==> config.mk <==
export PLATFORM = sky130hd
export DESIGN_NAME = score_accum
export DESIGN_NICKNAME = d
export VERILOG_FILES = /design/src/rtl/piano_score_pkg.sv /design/src/rtl/score_accum_key_edge.sv /design/src/rtl/score_accum.sv
export SDC_FILE = /design/constraint.sdc
export NUM_CORES = 1
export LEC_CHECK = 0
export CORE_MARGIN = 2
export CORE_UTILIZATION = 50
export CTS_CLUSTER_SIZE = 25
export DETAILED_ROUTE_END_ITERATION = 8
export PLACE_DENSITY = 0.84
export RECOVER_POWER = 100
export SYNTH_ARGS = -nofsm -noshare
export SYNTH_HDL_FRONTEND = slang
export SYNTH_SLANG_ARGS = --single-unit
==> constraint.sdc <==
create_clock -name clk -period 3.3 [get_ports clk]
set_clock_uncertainty 0.15 [all_clocks]
set_input_delay 0.33 -clock clk [delete_from_list [all_inputs] [get_ports clk]]
set_output_delay 0.33 -clock clk [all_outputs]
set_load 0.1 [all_outputs]
==> src/rtl/piano_score_pkg.sv <==
// Shared types for the piano scoring block: FSM states, the 41-bit score type
// and a saturating adder so that the score can never wrap.
package piano_score_pkg;

    localparam int unsigned KEYS    = 7;
    localparam int unsigned SCORE_W = 41;

    typedef logic [SCORE_W-1:0] score_t;

    localparam score_t SCORE_MAX = '1;

    typedef enum logic [1:0] {
        IDLE  = 2'd0,
        ARMED = 2'd1,
        WAIT  = 2'd2,
        DONE  = 2'd3
    } state_t;

    function automatic score_t sat_add(input score_t a, input score_t b);
        logic [SCORE_W:0] sum;
        sum = {1'b0, a} + {1'b0, b};
        return sum[SCORE_W] ? SCORE_MAX : sum[SCORE_W-1:0];
    endfunction

endpackage

==> src/rtl/score_accum_key_edge.sv <==
// Two-flop synchronizer for the raw piano switches followed by a registered
// rising-edge detector: key_rise pulses for one cycle, 3 cycles after key_in rises.
module key_edge
    import piano_score_pkg::*;
(
    input  logic            clk,
    input  logic            rst_n,
    input  logic [KEYS-1:0] key_in,
    output logic [KEYS-1:0] key_rise
);

    logic [KEYS-1:0] sync1;
    logic [KEYS-1:0] sync2;
    logic [KEYS-1:0] prev;

    always_ff @(posedge clk or negedge rst_n) begin
        if (!rst_n) begin
            sync1    <= '0;
            sync2    <= '0;
            prev     <= '0;
            key_rise <= '0;
        end else begin
            sync1    <= key_in;
            sync2    <= sync1;
            prev     <= sync2;
            key_rise <= sync2 & ~prev;
        end
    end

endmodule

==> src/rtl/score_accum.sv <==
// Lateness score accumulator for the piano game; wrong-key penalties are
// compiled in only when SCORE_WRONG_KEY_PENALTY_EN is defined.
module score_accum
    import piano_score_pkg::*;
#(
    parameter int unsigned MAX_WAIT      = 100_000_000,
    parameter int unsigned WRONG_PENALTY = 50_000_000
) (
    input  logic            clk,
    input  logic            rst_n,
    input  logic            song_start,
    input  logic            song_end,
    input  logic            note_valid,
    input  logic [KEYS-1:0] expected_note,
    input  logic [KEYS-1:0] key_in,
    output score_t          score,
    output logic            score_valid,
    output logic            note_hit,
    output logic            note_miss,
    output logic            busy,
    output state_t          dbg_state
);

    localparam int unsigned CNT_W = (MAX_WAIT > 1) ? $clog2(MAX_WAIT) : 1;

    // All control inputs are single-cycle pulses with no backpressure: an event
    // counts in the cycle it is high and only in the states that accept it.

    state_t          state_q, state_d;
    score_t          score_q, score_d;
    logic [CNT_W-1:0] cnt_q, cnt_d;
    logic [KEYS-1:0] exp_note_q, exp_note_d;
    logic            hit_d, miss_d;
    logic [KEYS-1:0] key_rise;
    logic            correct_rise;
    logic            timeout;

    key_edge u_key_edge (
        .clk      (clk),
        .rst_n    (rst_n),
        .key_in   (key_in),
        .key_rise (key_rise)
    );

    assign correct_rise = |(key_rise & exp_note_q);
    assign timeout      = (cnt_q == CNT_W'(MAX_WAIT - 1));

`ifdef SCORE_WRONG_KEY_PENALTY_EN
    logic wrong_rise;
    assign wrong_rise = |(key_rise & ~exp_note_q);
`else
    logic unused_penalty;
    assign unused_penalty = ^WRONG_PENALTY;
`endif

    always_comb begin
        state_d    = state_q;
        score_d    = score_q;
        cnt_d      = cnt_q;
        exp_note_d = exp_note_q;
        hit_d      = 1'b0;
        miss_d     = 1'b0;
        if (song_start) begin
            state_d = ARMED;
            score_d = '0;
            cnt_d   = '0;
        end else begin
            case (state_q)
                ARMED: begin
                    if (song_end) begin
                        state_d = DONE;
                    end else if (note_valid) begin
                        exp_note_d = expected_note;
                        cnt_d      = '0;
                        state_d    = WAIT;
                    end
                end
                WAIT: begin
                    cnt_d = cnt_q + 1'b1;
                    // A pending note at song end is charged as fully late.
                    if (song_end) begin
                        score_d = sat_add(score_q, score_t'(MAX_WAIT));
                        state_d = DONE;
                    end else if (correct_rise) begin
                        score_d = sat_add(score_q, score_t'(cnt_q));
                        hit_d   = 1'b1;
                        state_d = ARMED;
                    end else if (timeout) begin
                        score_d = sat_add(score_q, score_t'(MAX_WAIT));
                        miss_d  = 1'b1;
                        state_d = ARMED;
`ifdef SCORE_WRONG_KEY_PENALTY_EN
                    end else if (wrong_rise) begin
                        score_d = sat_add(score_q, score_t'(WRONG_PENALTY));
`endif
                    end
                end
                default: ;
            endcase
        end
    end

    always_ff @(posedge clk or negedge rst_n) begin
        if (!rst_n) begin
            state_q    <= IDLE;
            score_q    <= '0;
            cnt_q      <= '0;
            exp_note_q <= '0;
            note_hit   <= 1'b0;
            note_miss  <= 1'b0;
        end else begin
            state_q    <= state_d;
            score_q    <= score_d;
            cnt_q      <= cnt_d;
            exp_note_q <= exp_note_d;
            note_hit   <= hit_d;
            note_miss  <= miss_d;
        end
    end

    assign score       = score_q;
    assign score_valid = (state_q == DONE);
    assign busy        = (state_q == WAIT);
    assign dbg_state   = state_q;

endmodule

# [Word-level counts from Yosys, hierarchy flattened]
# Index checks and enable logic that the tools add are counted.
[word_totals] ff_bits=107 latch_bits=0 mem_bits_rw=0 romBits=0 inputBits=19 out_inout_bits=47 elab_cells=61 n_memories=0
[op_classes] n_addsub=3 multipliers=0 div_mod_pow=0 order_cmp=0 eq_ne=8 shift=0 muxes=27 bitwise_logic=5 n_reduce_logical=8
[ops] cell="$mux 41" n=7
[ops] cell="$mux 27" n=3
[ops] cell="$pmux 27 s2" n=1
[ops] cell="$add 41x27->42" n=1
[ops] cell="$add 41x27->42 const B" n=1
[ops] cell="$add 27x1->27 const B" n=1
[ops] cell="$eq 27x27->1 const B" n=1
[ops] cell="$and 7x7->7" n=2
[ops] cell="$mux 2" n=6
[ops] cell="$mux 1" n=9
[ops] cell="$not 7->7" n=1
[ops] cell="$reduce_or 7->1" n=1
[ops] cell="$ne 3x3->1 const B" n=2
[ops] cell="$reduce_and 3->1" n=2
[ops] cell="$ne 5x3->1 const B" n=1
[ops] cell="$eq 2x2->1 const B" n=2
[ops] cell="$ne 4x4->1 const B" n=1
[ops] cell="$pmux 2 s2" n=1
[ops] cell="$reduce_and 4->1" n=1
[ops] cell="$reduce_bool 4->1" n=1
[ops] cell="$reduce_bool 3->1" n=1
[ops] cell="$eq 2x1->1 const B" n=1
[ops] cell="$not 1->1" n=2
[ops] cell="$reduce_and 2->1" n=1
[ops] cell="$reduce_bool 2->1" n=1

# [Longest topological paths before layout]
[depth] word_depth=7 mapped_depth=11 mapped_depth_nobuf=11

# [By module]
# A second synthesis with hierarchy kept.
[hier_totals] hier_cells=802 area_unflattened_um2=7180.6
[modules_own_cells] mod="score_accum" instances=1 cells_each=767 area_per_inst_um2=6383.6 seq_area_each_um2=1976.9
[modules_own_cells] mod="key_edge" instances=1 cells_each=35 area_per_inst_um2=797.0 seq_area_each_um2=700.7

# [Least setup slack after synthesis]
# No wires, ideal clock.
[synth_path] path_type="reg-to-reg" from="register state_q[1], in the netlist dbg_state[1]" to="register score_q[36], in the netlist score[36]" setup_time_ns=0.145 arrival_ns=3.600 required_ns=3.005 path_slack_ns=-0.594 path_stages_with_launch=7 n_path_buf=1 period_less_slack_ns=3.894 cell_sequence="dfrtp_1 inv_1 nor2_1 a21oi_1 clkbuf_1 a221oi_1 o211ai_1"
[synth_between] elab_chain_cells=3
[synth_lines] element="start, declared" line_no="score_accum.sv:29" source="state_t state_q, state_d;"
[synth_lines] element="start signal, assigned" line_no="score_accum.sv:112" source="state_q <= state_d;"
[synth_lines] element="$eq 2x2->1"
[synth_lines] element="named net busy" line_no="score_accum.sv:20" source="output logic busy,"
[synth_lines] element="$reduce_bool 2->1 (no source line)"
[synth_lines] element="$reduce_and 2->1 (no source line)"
[synth_lines] element="end signal, assigned" line_no="score_accum.sv:113" source="score_q <= score_d;"
[synth_lines] element="end, declared" line_no="score_accum.sv:30" source="score_t score_q, score_d;"
# The timed path passes the listed nets, and every way through them passes these cells.
# A chain may end at the register's enable or synchronous reset.

# [Worst setup path in the final report]
[layout_path] from="register score_q[0], in the netlist score[0]" to="register score_q[32], in the netlist score[32]"
[layout_between] elab_chain_cells=7 word_cells_on_any_way=9 classes_between="2 x add/sub; 7 x mux"
[layout_lines] element="$add 41x27->42" line_no="piano_score_pkg.sv:21" source="sum = {1'b0, a} + {1'b0, b};"
[layout_lines] element="$mux 41" line_no="piano_score_pkg.sv:22" source="return sum[SCORE_W] ? SCORE_MAX : sum[SCORE_W-1:0];"
[layout_lines] element="$mux 41" line_no="score_accum.sv:88" source="end else if (timeout) begin"
[layout_lines] element="$mux 41" line_no="score_accum.sv:84" source="end else if (correct_rise) begin"
[layout_lines] element="$mux 41 *" line_no="score_accum.sv:81" source="if (song_end) begin"
[layout_lines] element="$mux 41 *" line_no="score_accum.sv:68" source="case (state_q)"
[layout_lines] element="$mux 41 *" line_no="score_accum.sv:63" source="if (song_start) begin"
# Mark *: on every way between the ends. The rest lies on a longest branch, timed or not. The select of a mux whose other input is x is not followed.

==> flow_metrics.tcl <==
set metrics [dict create \
    status "finished clean" \
    cts_sinks 107 \
    ant_nets 0 \
    yosysTopAreaCell "dfrtp_1" \
    r2r_slack_ns 0.19 \
    drc_errors 0 \
    initial_core_util_pct 51.6 \
    cp.required_ns 3.47 \
    min_path_type "reg2reg" \
    firstDrtPassIters 5 \
    cts_root_buffer "clkbuf_16" \
    power_uw 3230 \
    grt_pass1_wl_um 33500 \
    via_count 6991 \
    pin_count 66 \
    routed_via_density 6.45 \
    syn_area_um2 7210 \
    synth_enable_flop_cells 0 \
    cts_buffer_depth 2 \
    arrival_ns 3.28 \
    final_cells 1084 \
    rows 43 \
    fmax_mhz 322 \
    vdd_drop_max_v 0.000232 \
    first_iter_violations 659 \
    numCtsBuffers 9 \
    yosys.area.top_type_share_pct 37.1 \
    ys_seq_area_share_pct 37.1 \
    chipWidth_um 124 \
    holdPathStages 0 \
    syn-num-nets 872 \
    grt_pass1_vias 6571 \
    fin_crit_sh_pct 94.2 \
    rr_worst_depth 12 \
    die_h_um 124 \
    antenna_found_initial 0 \
    pwr_density_cell_nw_per_um2 383 \
    dp_slack_ns 0.146 \
    critPathMaxFanout 6 \
    core_region_area_um2 14000 \
    area_growth_pct 16.9 \
    wl_per_cell_um 19.2 \
    synthTopCellsByArea "dfrtp_1, o21ai_0, ha_1" \
    setup-violations-final 0 \
    hpwlAfterDp_um 14900 \
    critPathKind "reg2reg" \
    tritoncts "done" \
    cp-end-kind "flip-flop" \
    ys.flop_type "dfrtp_1" \
    p_leak_uw 0.00364 \
    insertion_delay_ns 0.37 \
    placed_area_um2 8210 \
    r2r-end "score[32]" \
    relSlewSlack_pct 17.5 \
    path_cells "ha_1, inv_1, fa_1, nand2b_1, a21oi_2, o22ai_2, o21ai_4, o2111ai_4, a31oi_2, buf_4, nor4bb_1, or3_1" \
    synth_seq_cells 107 \
    antennaDiodeCount 0 \
    grt_use_total_pct 28.0 \
    syn_inst 823 \
    r2r_start "score[0]" \
    final_area_um2 8430 \
    place.port_buffers 65 \
    finalWirelength_um 20800 \
    nNetsFinal 948 \
    hold_start "u_key_edge.sync1[3]" \
    yosysMostFrequentCell "dfrtp_1" \
    gp_congestion 0.961 \
    synth_area_per_cell_um2 8.76 \
    grt_max_degree 50 \
    drive_gt1_share_pct 11.7 \
    cp-start-kind "flip-flop" \
    finalHoldViolCount 0 \
    placed_cells 1067 \
    setup_ws_ns 0.193 \
    overflow 0 \
    drv_cap 0 \
    critical_path.slowest_cell "dfrtp_4" \
    clk_pin_slew_ns 0.09 \
    htree_num_levels 3 \
    yosysUniqueCellTypes 79 \
    worst_pin_slew_ns 1.24 \
    cpPeakStageDelay_ns 0.43 \
    whs_endpoint "u_key_edge.sync2[3]" \
    die-area_um2 15400 \
    period_needed_ns 3.11 \
    maxSlewViolCount 0 \
    synthTopCellsByCount "dfrtp_1, o21ai_0, nand2_1" \
    synth-async-reset-ratio_pct 100 \
    yosysWarnings 0 \
]
==> worst max-delay path, delay by kind of cell, from the launching register on <==
family                   cells  cell delay (ns)
buffers and inverters        2             0.26
flip-flops                   1             0.43
AO/OA/AOI/OAI                5             1.01
AND/OR/NAND/NOR              3             0.59
adder cells (fa/ha/maj)      2             0.63
==> final cells by class <==
class	instances	area [um2]
clock buffers	9	225
clock inverters	7	118
fillers	1219	5560
inverters	21	78.8
multi-input cells	654	4350
flip-flops and latches	107	2700
well taps	180	225
repair buffers	106	738
==> report_power, final <==
| part | switching, uW | internal (uW) | total, uW |
|---|---|---|---|
| clock network | 586 | 626 | 1210 |
| logic | 409 | 186 | 595 |
| registers | 54.4 | 1370 | 1420 |
==> flip-flops by register name (all words and copies together), names as in the netlist, 2 cells and up <==
register	cells
u_key_edge.sync1	7
score	41
u_key_edge.prev	7
u_key_edge.key_rise	7
cnt_q	27
exp_note_q	7
dbg_state	2
u_key_edge.sync2	7
==> repair_timing <==
item                                    in CTS  in global routing
endpoints found under the setup margin       0                 17
hold endpoints to repair                    47                  0
gates resized for setup                      0                  9
setup buffers                                0                  0
hold buffers                                 1                  0
==> how the worst max path moves through the flow <==
stage / start / endpoint / slack (ns) / depth (start not counted)
global route: cnt_q[6] / score[32] / -0.007 / 10
floorplan: score[13] / score[35] / 0.007 / 9
CTS: score[0] / score[20] / 0.14 / 11
finish: score[0] / score[32] / 0.19 / 12
detailed placement: score[0] / score[20] / 0.15 / 11
global placement: score[1] / score[25] / 0.19 / 9
==> per-stage QoR <==
step | utilization (%) | TNS, ns | hold slack [ns]
2_1_floorplan | - | 0 | -0.116
3_3_place_gp | 58.7 | 0 | 0.182
3_5_place_dp | 58.7 | 0 | 0.185
4_1_cts | 61.2 | 0 | 0.204
5_1_grt | 60.3 | -0.0116 | 0.214
6_report | 60.3 | 0 | 0.202
==> routing by layer <==
metal / vias up / track usage (%) / wire length, um / part of all wire, %
met5: - / 0 / 0 / 0
met4: 0 / 10.1 / 524 / 2.5
met3: 48 / 4.95 / 1480 / 7.1
met2: 303 / 45.0 / 9690 / 47
met1: 3375 / 38.1 / 9090 / 44
li1: 3265 / - / - / -
==> kinds of logic after synthesis <==
kind of cell / Yosys count / synth area share [%]
xor+xnor: 36 / 4.37
mux: 10 / 1.51
buf+inv: 62 / 3.52
flops: 107 / 37.1
simple gates: 258 / 18.2
compound gates: 320 / 29.9
fa+ha+maj: 30 / 5.31
==> placed cells by master (no fill, tap or decap), types with 8 or more instances in the layout <==
master / count
and2_1: 8
a22oi_1: 8
ha_1: 29
xnor2_1: 23
nor2b_1: 13
nor2_1: 47
xor2_1: 13
o221ai_1: 9
a211oi_1: 8
clkdlybuf4s50_1: 9
a21o_1: 29
dfrtp_1: 92
a31oi_1: 20
clkbuf_1: 40
o21ai_0: 85
a221oi_1: 9
or3_1: 8
buf_4: 33
inv_1: 21
a21oi_1: 51
dlygate4sd3_1: 20
and4_1: 8
clkbuf_16: 9
dfrtp_2: 13
nand3_1: 20
o211ai_1: 15
nand2_1: 85
nand4_1: 14
nor3_1: 9
and3_1: 10
Power figures use the tool's default switching activity.
